[src/rtl/alimentador_linhas.sv]
// alimentador_linhas: read engine for the signature core.
// Issues in-order line reads starting at a base address. Responses are buffered
// in a small FIFO and handed to the core with a valid/ready handshake.
// Handshake rule, used on every interface of this block: a transfer happens on
// a rising edge where valid and ready are both 1. While valid is 1 and ready
// is 0, valid and the payload it qualifies hold their values.
module alimentador_linhas #(
  parameter int LINE_W     = 512,
  parameter int ADDR_W     = 64,
  parameter int LINE_BYTES = 64,
  parameter int CNT_W      = 32,
  parameter int FIFO_DEPTH = 4
) (
  input  logic              clk,
  input  logic              reset,
  input  logic              inicio,
  input  logic [ADDR_W-1:0] end_base,
  input  logic [CNT_W-1:0]  num_linhas,
  output logic              ocupado,
  output logic              concluido,
  output logic              mem_req,
  output logic [ADDR_W-1:0] mem_addr,
  input  logic              mem_gnt,
  input  logic              mem_valid,
  input  logic [LINE_W-1:0] mem_dados,
  output logic              linha_valida,
  output logic [LINE_W-1:0] linha_cache,
  output logic [ADDR_W-1:0] endereco,
  input  logic              linha_pronta,
  output logic [1:0]        estado
);

  localparam int PTR_W = $clog2(FIFO_DEPTH);
  localparam int CW    = PTR_W + 1;
  localparam int SW    = CW + 1;

  typedef enum logic [1:0] {
    OCIOSO = 2'd0,
    BUSCA  = 2'd1,
    DRENA  = 2'd2,
    FIM    = 2'd3
  } state_t;

  state_t state;
  state_t state_nxt;

  logic [ADDR_W-1:0]        req_addr;
  logic [ADDR_W-1:0]        rsp_addr;
  logic [CNT_W-1:0]         req_rest;
  logic [CNT_W-1:0]         out_rest;
  logic [CW-1:0]            pend;
  logic [CW-1:0]            fifo_cnt;
  logic [PTR_W-1:0]         wr_ptr;
  logic [PTR_W-1:0]         rd_ptr;
  logic [ADDR_W+LINE_W-1:0] fifo_mem [FIFO_DEPTH];
  logic [ADDR_W+LINE_W-1:0] head;

  logic start;
  logic credit;
  logic grant;
  logic push;
  logic pop;

  // Credits count both in-flight requests and buffered lines, so every granted
  // request already owns a FIFO slot and a push can never find the FIFO full.
  // Without a grant the sum never grows, so mem_req holds until granted.
  assign start    = (state == OCIOSO) && inicio;
  assign credit   = ({1'b0, pend} + {1'b0, fifo_cnt}) < SW'(FIFO_DEPTH);
  assign mem_req  = (state == BUSCA) && credit;
  assign mem_addr = req_addr;
  assign grant    = mem_req && mem_gnt;
  assign push     = mem_valid && (pend != '0);
  assign pop      = linha_valida && linha_pronta;

  // Head entry is gated so the payload reads as zero whenever nothing is valid.
  assign head         = fifo_mem[rd_ptr];
  assign linha_valida = (fifo_cnt != '0);
  assign linha_cache  = linha_valida ? head[LINE_W-1:0] : '0;
  assign endereco     = linha_valida ? head[ADDR_W+LINE_W-1:LINE_W] : '0;

  assign ocupado   = (state == BUSCA) || (state == DRENA);
  assign concluido = (state == FIM);
  assign estado    = state;

  // State register.
  always_ff @(posedge clk) begin
    if (!reset) state <= OCIOSO;
    else        state <= state_nxt;
  end

  // Next-state logic.
  always_comb begin
    state_nxt = state;
    case (state)
      OCIOSO: if (inicio) state_nxt = (num_linhas != '0) ? BUSCA : FIM;
      BUSCA:  if (grant && (req_rest == CNT_W'(1))) state_nxt = DRENA;
      DRENA:  if (pop && (out_rest == CNT_W'(1))) state_nxt = FIM;
      FIM:    state_nxt = OCIOSO;
      default: state_nxt = OCIOSO;
    endcase
  end

  // Address/count tracking, outstanding-request count and FIFO pointers.
  always_ff @(posedge clk) begin
    if (!reset) begin
      req_addr <= '0;
      rsp_addr <= '0;
      req_rest <= '0;
      out_rest <= '0;
      pend     <= '0;
      fifo_cnt <= '0;
      wr_ptr   <= '0;
      rd_ptr   <= '0;
    end else begin
      if (start) begin
        req_addr <= end_base;
        req_rest <= num_linhas;
        out_rest <= num_linhas;
      end else begin
        if (grant) begin
          req_addr <= req_addr + ADDR_W'(LINE_BYTES);
          req_rest <= req_rest - CNT_W'(1);
        end
        if (pop) out_rest <= out_rest - CNT_W'(1);
      end

      if (start)     rsp_addr <= end_base;
      else if (push) rsp_addr <= rsp_addr + ADDR_W'(LINE_BYTES);

      case ({grant, push})
        2'b10:   pend <= pend + CW'(1);
        2'b01:   pend <= pend - CW'(1);
        default: pend <= pend;
      endcase

      if (push) wr_ptr <= wr_ptr + PTR_W'(1);
      if (pop)  rd_ptr <= rd_ptr + PTR_W'(1);

      case ({push, pop})
        2'b10:   fifo_cnt <= fifo_cnt + CW'(1);
        2'b01:   fifo_cnt <= fifo_cnt - CW'(1);
        default: fifo_cnt <= fifo_cnt;
      endcase
    end
  end

  // Response storage; contents need no reset because the head is gated by the count.
  always_ff @(posedge clk) begin
    if (push) fifo_mem[wr_ptr] <= {rsp_addr, mem_dados};
  end

endmodule

[config.mk]
export PLATFORM = sky130hd
export DESIGN_NAME = alimentador_linhas
export DESIGN_NICKNAME = d
export VERILOG_FILES = /design/src/rtl/alimentador_linhas.sv
export SDC_FILE = /design/constraint.sdc
export NUM_CORES = 2
export LEC_CHECK = 0
export ABC_CLOCK_PERIOD_IN_PS = 19300
export CAP_MARGIN = 25
export CORE_AREA = 2 2 486 488
export CTS_CLUSTER_DIAMETER = 120
export DETAILED_ROUTE_END_ITERATION = 12
export DIE_AREA = 0 0 488 490
export GPL_TIMING_DRIVEN = 0
export PLACE_DENSITY_LB_ADDON = 0.05
export SKIP_CTS_REPAIR_TIMING = 1
export SLEW_MARGIN = 25
export SYNTH_ARGS = -nofsm -noshare
export SYNTH_HDL_FRONTEND = slang
export SYNTH_SLANG_ARGS = --single-unit
[constraint.sdc]
create_clock -name clk -period 19.3 [get_ports clk]
set_input_delay 3.86 -clock clk [delete_from_list [all_inputs] [get_ports clk]]
set_output_delay 3.86 -clock clk [all_outputs]
set_load 0.01 [all_outputs]
==> summary.txt <==
Detailed routing
  – Via count: 54100
  – Number of iterations in the first detailed-routing pass: 6
  – Post-DR vias/cell: 5.40
  – Final WL: 293 mm
  – Antenna Nets Post-Route: 0
  – Drt drc: 0
  – Routed len/inst: 29.2 um
  – Drt first-iter violations: 4630

Critical path
  – Max FO, Critical Path: 10
  – CP Class: flop to output pin
  – Arrival @ worst endpoint: 4600 ps
  – Stages on the worst setup path: 7
  – RR Endpoint: mem_addr[55]
  – Worst path cell trace: clkbuf_2, buf_16, clkbuf_1, buf_1, mux4_2, and2_1, clkdlybuf4s50_1
  – CP top delay family: buffers and inverters
  – WP data required: 15440 ps
  – FF-to-FF Start: estado[1]
  – Max incr delay on CP: 760 ps
  – CP Buf/Inv Count: 5
  – CP startpoint kind: flop
  – R2R depth: 10
  – FF-to-FF setup slack: 15480 ps
  – CP Capture Point: linha_cache[134]
  – Worst Setup End Kind: output pin
  – CP max-delay cell: buf_1

Global route
  – Gr ovfl total: 0
  – Antenna violations before repair: 136
  – First-pass GRT wire length: 410 mm
  – Total GRT Usage: 24.1%
  – Pin count of the biggest net entering global routing: 41
  – Vias in the first global route: 55200

Timing
  – Worst-Margin Slew: 1050 ps
  – RSZ-0062 raised after global routing: no
  – Final min period: 8460 ps
  – Slew margin rel.: 30.0%
  – Final setup violation count: 0
  – Fmax: 118 MHz
  – Endpoints failing hold: 0
  – Pins over their slew limit: 0
  – Period utilization: 43.8%
  – Worst Skew: 51.1 ps
  – Fin Setup TNS: 0 ps

Placed design
  – Routability cong.: 0.886
  – Port Buffers: 1258
  – Placed Cells: 9499
  – Post-DP HPWL: 211 mm

Yosys
  – Post-synth ARST share: 0%
  – Synth unique cells: 59
  – EDFF count, synth: 2304
  – Synth warn: 0
  – Register bit total from synthesis: 2510
  – Mapped Nets: 5652
  – Synthesized instance count: 5017
  – Top_reg_cell synth: edfxtp_1
  – Register area share after synthesis: 75.2%
  – Synthesized area: 97500 um2
  – Synthesized area per cell: 19.4 um2

Floorplanning
  – Top Ports: 1260
  – Die ar.: 239000 um2
  – Initial Util: 41.6%
  – Core area: 234000 um2
  – Die Y: 490 um
  – Standard-cell rows: 178
  – Die width: 488 um

Final layout
  – Commonest cells after routing, fill and taps aside: 2304 x edfxtp_1, 1258 x clkdlybuf4s50_1, 595 x and2_1
  – Synthesis-to-finish area growth: 27.6%
  – Final Net Count: 7276
  – Final Non-Filler Cells: 10000
  – Commonest non-fill, non-tap cell in the layout: edfxtp_1
  – Layout cells sized above 1: 15.3%
  – FILL cells: 18700
  – Final core utilization: 53.1%

Power and ir drop
  – Psw: 4.54 mW
  – Gate power share: 27.1%
  – Max VDD drop: 0.0823 mV
  – Sequential Power Share: 41.6%
  – Leak: 38.6 nW
  – Sw Share: 28.6%
  – Internal Power: 11.3 mW
  – Clock Power Share: 31.3%
  – Cell Pwr Density: 128 nW/um2
  – Total power: 15.9 mW

Outcome
  – Outcome: finished, final reports clean

Flow run
  – MaxCap Viol Count: 0

Clock network
  – TritonCTS Buffers: 287
  – Total clock sinks: 2510
  – Worst-path clk slew: 60 ps
  – TritonCTS clock tree: built
  – H-tree depth: 5
  – Clock Latency Late Sink: 930 ps
  – Root buffer cell: clkbuf_16
  – Max Buffers Root-to-Sink: 4

Hold path
  – HP Class: flop to flop
  – Worst hold path depth: 2
[power groups by stage]
stage          registers, mW  clock network (mW)  logic, mW
6_report                6.60                4.96       4.30
3_3_place_gp            7.26                   0       4.27
4_1_cts                 6.60                5.08       4.41
5_1_grt                 6.64                5.28       4.61
2_1_floorplan           6.94                   0       2.00
3_5_place_dp            6.71                   0       4.38
[how the worst min path moves through the flow]
stage / start / to
after detailed placement: mem_addr[3] / mem_addr[3]
after global routing: mem_addr[2] / mem_addr[2]
final: mem_addr[3] / mem_addr[3]
after floorplan: rsp_addr[52] / fifo_mem[0][564]
after CTS: mem_addr[3] / mem_addr[3]
after global placement: mem_addr[2] / mem_addr[2]
[layout make-up]
cell class                      count  area, um2  area share, %
Inverter                           25       93.8         0.0755
Buffer                            277       1060          0.853
Clock inverter                    103        790          0.635
Clock buffer                      364       7560           6.08
Antenna cell                       44        110         0.0885
Tap cell                         3150       3940           3.17
Multi-Input combinational cell   2205      23100           18.6
Sequential cell                  2510      73300           58.9
Timing Repair Buffer             1335      14400           11.6
[through the flow]
| step | hold slack [ps] | setup slack, ps | area, um2 |
|---|---|---|---|
| after floorplan | 458 | 860 | 97500 |
| after global placement | 461 | -12930 | 114000 |
| after detailed placement | 470 | 11430 | 116000 |
| after CTS | 478 | 10480 | 124000 |
| after global routing | 499 | 10490 | 124000 |
| final | 473 | 10840 | 124000 |
[synth_stat cells, types with 19 or more instances]
| cell | instances | area (um2) |
|---|---|---|
| a211oi_1 | 22 | 165 |
| a21oi_1 | 92 | 460 |
| a31oi_1 | 50 | 313 |
| and2_1 | 599 | 3750 |
| and3_1 | 20 | 125 |
| buf_1 | 95 | 357 |
| clkbuf_1 | 180 | 676 |
| dfxtp_1 | 206 | 4120 |
| edfxtp_1 | 2304 | 69200 |
| ha_1 | 19 | 238 |
| inv_1 | 24 | 90.1 |
| mux4_2 | 576 | 13000 |
| nand2_1 | 114 | 428 |
| nand3_1 | 59 | 295 |
| nand4_1 | 66 | 413 |
| nor2_1 | 63 | 236 |
| nor3_1 | 59 | 295 |
| nor4_1 | 34 | 213 |
| o21ai_0 | 114 | 571 |
| o31ai_1 | 38 | 285 |
| or3_1 | 31 | 194 |
| or4_1 | 48 | 360 |
| xnor2_1 | 31 | 272 |
| xor2_1 | 64 | 561 |
[tightest hold or removal path: stages, from the launching register on]
cell and delay, ps:
dfxtp_1 310, nand2_1 50, a21boi_0 70
[flip-flops by register name, indices dropped and copies added (netlist names), named ones only]
name,flops
pend,3
fifo_cnt,3
wr_ptr,2
fifo_mem,2304
rsp_addr,64
req_rest,32
out_rest,32
rd_ptr,2
estado,2
mem_addr,64
[routing by layer]
layer	GRT usage, %	routed length [um]	share of wire (%)	vias up
met5	0	710	0.24	-
met4	8.97	10600	3.6	110
met3	9.72	30900	11	587
met2	39.0	142000	49	1993
met1	29.0	108000	37	27800
li1	-	-	-	23600
[kinds of logic (layout without fill, tap and decap cells)]
group                      count (synthesis)  count (layout)  share of synthesized area, %
AOI/OAI and AO/OA                        360             360                          2.20
xor gates and xnor gates                  95              95                         0.854
adders and majority gates                 21              21                         0.285
buffers and inverters                    302            2104                          1.17
DFF                                     2510            2510                          75.2
muxes                                    578             578                          13.3
other                                      0              44                             0
and+or+nand+nor                         1151            1151                          6.96
Note: power is estimated with default switching activity, not from simulation.
